--- config.mk ---
export PLATFORM = sky130hd
export DESIGN_NAME = cache_refill_ctrl
export DESIGN_NICKNAME = d
export VERILOG_FILES = /design/src/rtl/cache_refill_ctrl.sv
export SDC_FILE = /design/constraint.sdc
export NUM_CORES = 1
export LEC_CHECK = 0
export ABC_AREA = 1
export CAP_MARGIN = 20
export CORE_UTILIZATION = 40
export DETAILED_ROUTE_END_ITERATION = 10
export PLACE_DENSITY_LB_ADDON = 0.1
export SYNTH_ARGS = -nofsm -noshare
export SYNTH_HDL_FRONTEND = slang
export SYNTH_SLANG_ARGS = --single-unit
--- constraint.sdc ---
create_clock -name clk -period 3.5 [get_ports clk]
set_clock_uncertainty 0.2 [all_clocks]
set_input_delay 0.7 -clock clk [delete_from_list [all_inputs] [get_ports clk]]
set_output_delay 0.7 -clock clk [all_outputs]
set_load 0.03 [all_outputs]
--- src/rtl/cache_refill_ctrl.sv ---
// Miss/refill sequencer with per-set 8-way tree pseudo-LRU; a hit retires in the same cycle, a miss retires one cycle after the last beat.
// Memory request waits on mem_rd_ready; refill beats may arrive with gaps. Optional hit/miss counters: REFILL_PERF_CNT_EN.
module cache_refill_ctrl #(
  parameter int SETS   = 64,
  parameter int IDX_W  = 6,
  parameter int BEATS  = 4,
  parameter int BEAT_W = 2
) (
  input  logic              clk,
  input  logic              rst,
  input  logic              cpu_req,
  input  logic [IDX_W-1:0]  cpu_idx,
  input  logic              hit,
  input  logic [2:0]        hit_way,
  output logic              cpu_done,
  output logic              busy,
  output logic              mem_rd_req,
  input  logic              mem_rd_ready,
  input  logic              mem_rvalid,
  output logic              fill_we,
  output logic [IDX_W-1:0]  fill_idx,
  output logic [2:0]        fill_way,
  output logic [BEAT_W-1:0] fill_beat,
  output logic              tag_we
`ifdef REFILL_PERF_CNT_EN
  ,
  output logic [31:0]       hit_cnt,
  output logic [31:0]       miss_cnt
`endif
);

  localparam logic [1:0] S_IDLE = 2'd0;
  localparam logic [1:0] S_REQ  = 2'd1;
  localparam logic [1:0] S_FILL = 2'd2;
  localparam logic [1:0] S_DONE = 2'd3;

  // Replacement word layout: [0] root, [2:1] inner, [6:3] leaf.
  function automatic logic [2:0] plru_victim(input logic [6:0] s);
    logic [2:0] v;
    logic [1:0] inner;
    logic [3:0] leaf;
    inner = s[2:1];
    leaf  = s[6:3];
    v[2]  = s[0];
    v[1]  = inner[v[2]];
    v[0]  = leaf[{v[2], v[1]}];
    return v;
  endfunction

  function automatic logic [6:0] plru_touch(input logic [6:0] s, input logic [2:0] p);
    logic [1:0] inner;
    logic [3:0] leaf;
    inner           = s[2:1];
    leaf            = s[6:3];
    inner[p[2]]     = ~p[1];
    leaf[p[2:1]]    = ~p[0];
    return {leaf, inner, ~p[2]};
  endfunction

  logic [1:0]        state_q, state_d;
  logic [IDX_W-1:0]  idx_q, idx_d;
  logic [2:0]        way_q, way_d;
  logic [BEAT_W-1:0] beat_q, beat_d;
  logic [6:0]        plru_q [SETS];

  logic              touch_en;
  logic [IDX_W-1:0]  touch_set;
  logic [2:0]        touch_way;
  logic              last_beat;

  assign last_beat = (beat_q == BEAT_W'(BEATS - 1));
  assign fill_idx  = idx_q;
  assign fill_way  = way_q;
  assign fill_beat = beat_q;
  assign busy      = (state_q != S_IDLE) && !rst;

  // Outputs are forced low while rst is high, even before the state register has been cleared.
  always_comb begin
    state_d    = state_q;
    idx_d      = idx_q;
    way_d      = way_q;
    beat_d     = beat_q;
    touch_en   = 1'b0;
    touch_set  = cpu_idx;
    touch_way  = hit_way;
    cpu_done   = 1'b0;
    mem_rd_req = 1'b0;
    fill_we    = 1'b0;
    tag_we     = 1'b0;
    if (!rst) begin
      case (state_q)
        S_IDLE: begin
          if (cpu_req) begin
            if (hit) begin
              cpu_done = 1'b1;
              touch_en = 1'b1;
            end else begin
              idx_d   = cpu_idx;
              way_d   = plru_victim(plru_q[cpu_idx]);
              beat_d  = '0;
              state_d = S_REQ;
            end
          end
        end
        S_REQ: begin
          mem_rd_req = 1'b1;
          if (mem_rd_ready) state_d = S_FILL;
        end
        S_FILL: begin
          if (mem_rvalid) begin
            fill_we = 1'b1;
            beat_d  = beat_q + BEAT_W'(1);
            if (last_beat) begin
              tag_we    = 1'b1;
              touch_en  = 1'b1;
              touch_set = idx_q;
              touch_way = way_q;
              state_d   = S_DONE;
            end
          end
        end
        default: begin
          cpu_done = 1'b1;
          state_d  = S_IDLE;
        end
      endcase
    end
  end

  always_ff @(posedge clk) begin
    if (rst) begin
      state_q <= S_IDLE;
      idx_q   <= '0;
      way_q   <= '0;
      beat_q  <= '0;
    end else begin
      state_q <= state_d;
      idx_q   <= idx_d;
      way_q   <= way_d;
      beat_q  <= beat_d;
    end
  end

  always_ff @(posedge clk) begin
    if (rst) begin
      for (int i = 0; i < SETS; i++) plru_q[i] <= '0;
    end else if (touch_en) begin
      plru_q[touch_set] <= plru_touch(plru_q[touch_set], touch_way);
    end
  end

`ifdef REFILL_PERF_CNT_EN
  logic [31:0] hit_cnt_q, miss_cnt_q;
  logic        hit_evt, miss_evt;

  assign hit_evt  = (state_q == S_IDLE) && touch_en;
  assign miss_evt = (state_q == S_IDLE) && (state_d == S_REQ);

  always_ff @(posedge clk) begin
    if (rst) begin
      hit_cnt_q  <= '0;
      miss_cnt_q <= '0;
    end else begin
      if (hit_evt)  hit_cnt_q  <= hit_cnt_q + 32'd1;
      if (miss_evt) miss_cnt_q <= miss_cnt_q + 32'd1;
    end
  end

  assign hit_cnt  = hit_cnt_q;
  assign miss_cnt = miss_cnt_q;
`endif

endmodule

# ---- Word level (Yosys, flattened, before mapping)
# Memory sizes are Yosys's and may differ from the RTL's.
# Cells that the tools add are included.
# Widths: inputs -> output; s select.
dict set report word_totals {
  mem_count 1
  register_bits 13
  mem_bits_rw 448
  output_inout_bits 16
}
dict set report op_classes {
  addsub 1
  mux 51
  n_eq_ne 8
  reduce_logical 12
  magnitude_cmp 6
  bitwise 4
}
# name words word_bits rd rd_ports_with_merged_regs wr line
set memory_table {}
lappend memory_table {plru_q 64 7 2 0 64 64} ;# logic [6:0] plru_q [SETS];
# operator n
set op_table {}
lappend op_table {{$mux 6} 5}
lappend op_table {{$mux 1} 24}
lappend op_table {{$mux 2} 8}
lappend op_table {{$mux 3} 4}
lappend op_table {{$ne 2x2->1 const B} 5}
lappend op_table {{$mux 7} 1}
lappend op_table {{$reduce_or 7->1} 1}
lappend op_table {{$lt 2x3->1 const B} 2}
lappend op_table {{$pmux 2 s3} 1}
lappend op_table {{$reduce_and 5->1} 1}
lappend op_table {{$bwmux 4} 1}
lappend op_table {{$eq 2x2->1 const B} 2}
lappend op_table {{$lt 1x2->1 const B} 2}
lappend op_table {{$not 1->1} 4}
lappend op_table {{$pmux 1 s2} 2}
lappend op_table {{$pmux 2 s2} 1}
lappend op_table {{$reduce_and 4->1} 1}
lappend op_table {{$reduce_bool 2->1} 2}
lappend op_table {{$logic_and 1x1->1} 3}
lappend op_table {{$reduce_and 3->1} 1}
lappend op_table {{$add 2x1->2 const B} 1}
lappend op_table {{$bmux 1 s2} 1}
lappend op_table {{$bwmux 2} 1}
lappend op_table {{$demux 1 s2} 1}
lappend op_table {{other kinds (7)} 7}

# ---- Longest topological paths before layout
# Gate-level depths: netlist of run 1.
dict set report logic_depth {
  ltp_word 11
  mapped_depth 23
  mapped_depth_nobuf 20
}

# ---- Worst setup path after synthesis of run 1
# Ideal clock, no wire load.
dict set report synth_path {
  path_type {in2reg}
  from {in rst}
  to {mem plru_q[35][0], enable pin}
  arrival_time_ns 2.627
  setup_time_ns 0.324
  path_buffers 3
  t_required_ns 2.976
  slack_ns 0.350
  path_stages 12
  cell_sequence {buf_4 nor2_1 nand2_1 inv_1 nand2_1 nand2_1 buf_2 buf_2 nand3_1 nor2_1 nand2_1 nand2_1}
}
# item line
set synth_lines {}
lappend synth_lines {{start, declared} 10} ;# input logic rst,
lappend synth_lines {{end, declared} 64}

==> results of run 1 <==
area by class of cell:
| type | instances | area (um2) | area share (%) |
|---|---|---|---|
| inverters | 60 | 235 | 0.721 |
| well taps | 846 | 1060 | 3.24 |
| flip-flops and latches | 461 | 13700 | 42.0 |
| multi-input cells | 2583 | 11000 | 33.6 |
| diodes | 1 | 2.50 | 0.00767 |
| repair buffers | 397 | 4850 | 14.9 |
| clock inverters | 30 | 377 | 1.15 |
| clock buffers | 64 | 1410 | 4.32 |
metrics by stage:
stage	setup WS [ns]	hold WS (ns)	total power [W]
2_1_floorplan	0.350	0.290	0.00774
3_3_place_gp	-0.650	0.275	0.00877
3_5_place_dp	-0.608	0.289	0.00879
4_1_cts	0.00613	0.297	0.0146
5_1_grt	-0.0450	0.360	0.0155
6_report	0.0562	0.299	0.0151
worst min-delay path by stage:
| stage | from | to | slack (ns) | depth (start not counted) |
|---|---|---|---|---|
| final | fill_beat[1] | fill_beat[1] | 0.30 | 2 |
| after global routing | fill_beat[0] | fill_beat[0] | 0.36 | 1 |
| after CTS | fill_beat[1] | fill_beat[1] | 0.30 | 2 |
| after detailed placement | fill_beat[1] | fill_beat[1] | 0.29 | 2 |
| after global placement | fill_beat[1] | fill_beat[1] | 0.27 | 2 |
| after floorplan | state_q[1] | state_q[1] | 0.29 | 2 |
cells by family after synthesis:
group / count (synthesis) / synth area share, %
buffers and inverters: 289 / 5.92
flip-flops: 461 / 53.0
AO/OA/AOI/OAI: 225 / 4.60
adder cells (fa/ha/maj): 5 / 0.242
AND/OR/NAND/NOR: 2349 / 36.2
power by group through the flow:
| stage | registers [W] | logic [W] | clock network (W) |
|---|---|---|---|
| 2_1_floorplan | 0.00649 | 0.00125 | 0 |
| 3_3_place_gp | 0.00650 | 0.00227 | 0 |
| 3_5_place_dp | 0.00651 | 0.00229 | 0 |
| 4_1_cts | 0.00639 | 0.00230 | 0.00595 |
| 5_1_grt | 0.00642 | 0.00294 | 0.00613 |
| 6_report | 0.00640 | 0.00281 | 0.00587 |
cell usage in the layout, fill, tap and decap left out, types with 12 or more instances in the layout:
cell type        Yosys  final
nand2_2              1     19
nor2_1             516    505
clkbuf_16            0     82
nand2_1           1469   1447
o21ai_0             87     79
o21ai_1              7     13
buf_6               33     12
nand3_1            335    334
o22ai_1             16     16
edfxtp_1           448    448
inv_2                7     13
clkdlybuf4s50_1      0     25
buf_12               0     98
inv_1               49     42
a21oi_1            102     98
buf_4               34    227
metal layers:
| metal | routed length [um] | share of wire, % | GRT usage (%) |
|---|---|---|---|
| met1 | 42900 | 41 | 39.9 |
| met2 | 47000 | 45 | 45.2 |
| met3 | 11300 | 11 | 4.25 |
| met4 | 4060 | 3.9 | 10.9 |
| met5 | 7 | 0.0066 | 0 |
registers in the layout, summed over array words and instances, names as in the netlist:
name / cells
fill_way: 3
fill_beat: 2
plru_q: 448
state_q: 2
fill_idx: 6
tightest hold or removal path, cell delays in order, from the launching register on:
cell and delay, ns:
dfxtp_1 0.33, nand2_1 0.07, a21oi_1 0.06
repair_timing:
item / in CTS / in global routing
buffers inserted: 0 / 14
gates resized for setup: 4 / 94
pin swaps: 0 / 24
setup endpoints to repair: 157 / 601
gates cloned: 0 / 41
==> results by group, run 1 <==
Timing
  • Slew margin rel.: around 60%
  • Fin. Hold Viols: 0
  • Slew Viols, Final: 0
  • Fin Setup TNS: 0 ns
  • Final Setup Violations: 0
  • Min Clock Period, post-route: approximately 3.4 ns
  • Achievable frequency: just under 0.3 GHz
  • Fin crit share: 98.4%
  • Least-Margin Pin Slew: roughly 0.62 ns

Synth
  • Mapped Area: between 20000 and 30000 um2
  • Post-synth net total: 3349
  • Synth cell types: 32
  • Area leader, netlist: edfxtp_1
  • Seq/Total Area, Yosys: 53.0%
  • Synth area leaders: edfxtp_1 (52%), nand2_1 (21%), nor2_1 (7.5%), nand3_1 (6.5%), a21oi_1 (2.0%)
  • EDFF count, synth: around 450
  • Count leader, synth: nand2_1
  • Mean Syn Cell Area: 7.77 um2
  • Cells after Synth: between 3000 and 4000
  • Top_reg_cell synth: edfxtp_1
  • FF+latch count, synth: 461
  • Top cell type's share of synthesized area: a little over half
  • Post-synth top cells: nand2_1 (1469), nor2_1 (516), edfxtp_1 (448), nand3_1 (335), a21oi_1 (102)
  • Ys Warns: 0
  • Synth async-reset ratio: 0%

Layout
  • Area growth syn-to-layout: 26.1%
  • Post-layout util: 51.3%
  • Finished Cell Area: 32600 um2
  • NumNets Final: 3576
  • Filler Cell Count: approximately 6100
  • Non-Filler Instances: roughly 4400
  • Share of layout cells above drive strength 1: approximately 15%

Outcome
  • Status: finished, final reports clean

Critical path
  • CP most frequent cell: nand2_1
  • Worst r2r path cells: 22
  • Startpoint types: flop
  • CP endpoint kind: flop
  • CP Depth: 22
  • CP Capture Point: plru_q[12][3]
  • Worst R2R Start: state_q[1]
  • Worst EP required: 3.67 ns
  • WP buf/inv: 7
  • Crit path DAT: between 3 and 4 ns
  • R2r setup slk: roughly 0.056 ns
  • Crit. Startpoint: state_q[1]
  • CP delay by family, top: simple AND/OR/NAND/NOR gates
  • Slowest-stage cell, CP: dfxtp_1
  • Worst-path fanout max: 10
  • Crit-path max cell delay: around 0.40 ns
  • Reg2reg end: plru_q[12][3]
  • Crit Path Category: reg2reg
  • Crit-path cells: ha_4, inv_4, nor2_4, nand2_4, buf_12, nand2_2, nand2_4, buf_4, buf_12, clkbuf_16, buf_4, nand2_1, a21oi_1, o21ai_1, nand2_1, nand2_2, nand2_1, nor2_2, nand3_2, nand2_8, clkbuf_16, nor2_1

Global route
  • First-pass GRT wire length: ~140 mm
  • Initial antenna violation count: 1
  • Overall Global Routing Usage: between 20% and 30%
  • Largest net degree at the start of global routing: between 100 and 150
  • Remaining Overflow, GRT: 0
  • Vias in the first global route: about 23000

Die
  • I/O pin count: 31
  • Core Region: ~64000 um2
  • Die H: 256 um
  • Row count: between 90 and 100
  • Die footprint: roughly 66000 um2
  • Width of the die: 256 um
  • Initial core utilization: approximately 41%

CTS
  • Clk Tree Root Cell: clkbuf_16
  • Clock Sinks: approximately 460
  • Reg clk slew, reported paths: approximately 0.070 ns
  • Worst-skew pair later-pin latency: 0.63 ns
  • CTS buffer count: 53
  • Hold-fix buffers, CTS: 0
  • H-tree Lvls: 2
  • Clock buffer depth: 3
  • CTS tree: built

Detailed routing
  • Drt initial violations: around 3400
  • DR vias/cell: 5.63
  • Via count: roughly 25000
  • Routed Antenna Nets: 0
  • Final wirelength: about 110 mm
  • Pre-antenna DRT Iters: 6
  • # DRC: 0
  • Drt wl/cell: 23.7 um

Power
  • Internal: 0.0108 W
  • Switching Fraction: about 29%
  • Seq pwr share: a little over two fifths
  • LEAKAGE: roughly 14 nW
  • Cell Pwr Density: between 400 and 500 nW/um2
  • Peak supply drop: between 0.4 and 0.5 mV
  • Comb power frac: roughly a fifth
  • Clock power share: around 40%
  • Switching Power: between 0.004 and 0.005 W

Placement
  • DP HPWL: approximately 63 mm
  • IO Port Bufs: 30
  • Placed cell count: ~4300
  • Placed cell area: a little under 30000 um2
  • Routability Congestion: 0.921

Hold path
  • Worst hold-check path type: reg2reg

Run
  • Max_cap viols: 0
Note: power is estimated with default switching activity, not from simulation.
==> run 2: changes to the inputs <==
- DONT_BUFFER_PORTS: default -> 1
==> run 2 against run 1 <==
Net effect: clock power fell by 8.2%; critical path depth down 1; wire length is 3.2% lower.
==> results by group, run 2 (synthesis results as in run 1) <==
Detailed routing
  • Drt wl/cell: 23.7 um
  • Pre-antenna DRT Iters: 6
  • Final wirelength: between 100 and 150 mm
  • DR vias/cell: roughly 5.6
  • Drt initial violations: about 3300
  • Routed Antenna Nets: 0
  • Via count: about 24000
  • # DRC: 0

Critical path
  • WP buf/inv: 7
  • Crit Path Category: reg2reg
  • Worst-path fanout max: 20
  • CP endpoint kind: flop
  • CP delay by family, top: simple AND/OR/NAND/NOR gates
  • Slowest-stage cell, CP: o21ai_0
  • CP most frequent cell: nand2_1
  • Startpoint types: flop
  • Crit-path cells: inv_2, ha_2, inv_2, nor2_2, nand2_4, nand2_2, o21ai_4, buf_6, buf_12, buf_4, nand2_1, a21oi_1, o21ai_0, nand2_1, nand2_1, nand2_1, inv_1, nand3_2, nand2_4, buf_12, nor2_1
  • Crit-path max cell delay: between 0.3 and 0.4 ns
  • Crit path DAT: around 3.5 ns
  • Worst EP required: approximately 3.6 ns

Power
  • Seq pwr share: approximately 45%
  • Comb power frac: about 16%
  • Peak supply drop: roughly 0.33 mV
  • Cell Pwr Density: 460 nW/um2
  • LEAKAGE: approximately 13 nW
  • Clock power share: around two fifths
  • Switching Fraction: between 20% and 30%
  • Switching Power: ~0.0040 W
  • Internal: ~0.01 W

Global route
  • Largest net degree at the start of global routing: between 200 and 250
  • First-pass GRT wire length: roughly 140 mm
  • Initial antenna violation count: 3
  • Remaining Overflow, GRT: 0
  • Vias in the first global route: 22600
  • Overall Global Routing Usage: 28.7%

Timing
  • Setup ws final: about 0.13 ns
  • Least-Margin Pin Slew: 0.594 ns
  • Min Clock Period, post-route: 3.37 ns
  • Achievable frequency: just under 0.3 GHz
  • Slew margin rel.: 60.4%
  • Slew Viols, Final: 0
  • Fin. Hold Viols: 0
  • Fin crit share: between 90 and 100%
  • Final Setup Violations: 0

CTS
  • Worst-skew pair later-pin latency: around 0.6 ns
  • CTS tree: built
  • Reg clk slew, reported paths: 0.06 ns
  • Clk Tree Root Cell: clkbuf_16
  • Clock buffer depth: 3
  • H-tree Lvls: 2
  • CTS buffer count: 53
  • Clock Sinks: roughly 460

Layout
  • Max reg flops: roughly 450
  • Most frequent cells in the layout: nand2_1 (1453), nor2_1 (509), edfxtp_1 (448)
  • Leading cell type in the layout, fill and taps excluded: nand2_1
  • NumNets Final: around 3500
  • Largest Register: plru_q
  • Finished Cell Area: 30700 um2
  • Share of layout cells above drive strength 1: roughly 12%
  • Area growth syn-to-layout: 18.5%

Placement
  • Placed cell area: about 28000 um2
  • IO Port Bufs: 0
  • Setup Slack @ Placement: -0.277 ns
  • Routability Congestion: just over 0.9
  • DP HPWL: 62.0 mm

Die
  • Width of the die: approximately 260 um
  • Die H: between 200 and 300 um
  • Die footprint: 65700 um2
  • Core Region: 63500 um2
  • Initial core utilization: 40.7%
  • Row count: 92
  • I/O pin count: 31

Hold path
  • Worst hold-check path type: in2reg

Outcome
  • Status: finished, final reports clean

Run
  • Max_cap viols: 0
==> run 2: area by class of cell <==
class,count,area [um2]
clock inverter,28,259
antenna,1,2.50
timing repair buffer,277,3180
sequential,461,13700
inverter,60,235
tap,846,1060
clock buffer,60,1350
fill,6237,32900
multi-input combinational,2580,10900
==> run 2: metal layers <==
| layer | vias to the layer above | wire, um | track usage [%] |
|---|---|---|---|
| met2 | 1390 | 45200 | 44.4 |
| met1 | 11600 | 42200 | 40.0 |
| met4 | 4 | 3730 | 10.4 |
| met5 | - | 27 | 0 |
| met3 | 221 | 10900 | 5.35 |
| li1 | 11000 | - | - |
==> run 2: timing repair <==
action	in CTS	in global routing
gates cloned	0	24
endpoints found under the hold margin	1	0
setup buffers	3	15
hold buffers	1	0
gates resized for setup	3	64
pin swaps	1	12
setup endpoints to repair	353	506
==> run 2: worst min-delay path, stage by stage <==
cell and delay (ns):
nor2_1 0.02, o21ai_0 0.06, inv_1 0.04
==> run 2: power by group through the flow <==
stage               logic (W)  clock network, W  registers, W
global placement      0.00198                 0       0.00651
detailed placement    0.00199                 0       0.00651
CTS                   0.00201           0.00544       0.00640
global route          0.00245           0.00564       0.00643
finish                0.00231           0.00539       0.00641
floorplan             0.00125                 0       0.00649
==> run 2: worst paths after layout <==
check,start,to,slack [ns],depth (start not counted)
worst max-delay path,state_q[0],plru_q[34][2],0.13,21
worst min-delay path,rst,fill_way[1],0.07,3
worst max register to register,state_q[0],plru_q[34][2],0.13,21
worst min register to register,state_q[0],state_q[0],0.29,2
==> run 2: per-stage QoR <==
stage | power, W | setup TNS (ns) | hold WS [ns] | util, % | cells
6_report | 0.0141 | 0 | 0.0703 | 48.3 | 4313
5_1_grt | 0.0145 | -0.145 | 0.0951 | 48.3 | 4313
4_1_cts | 0.0138 | 0 | 0.0516 | 46.8 | 4273
3_5_place_dp | 0.00851 | -70.03 | 0.332 | 44.2 | 4181
3_3_place_gp | 0.00849 | -57.33 | 0.305 | 44.2 | 4181
2_1_floorplan | 0.00774 | 0 | 0.290 | - | 3329
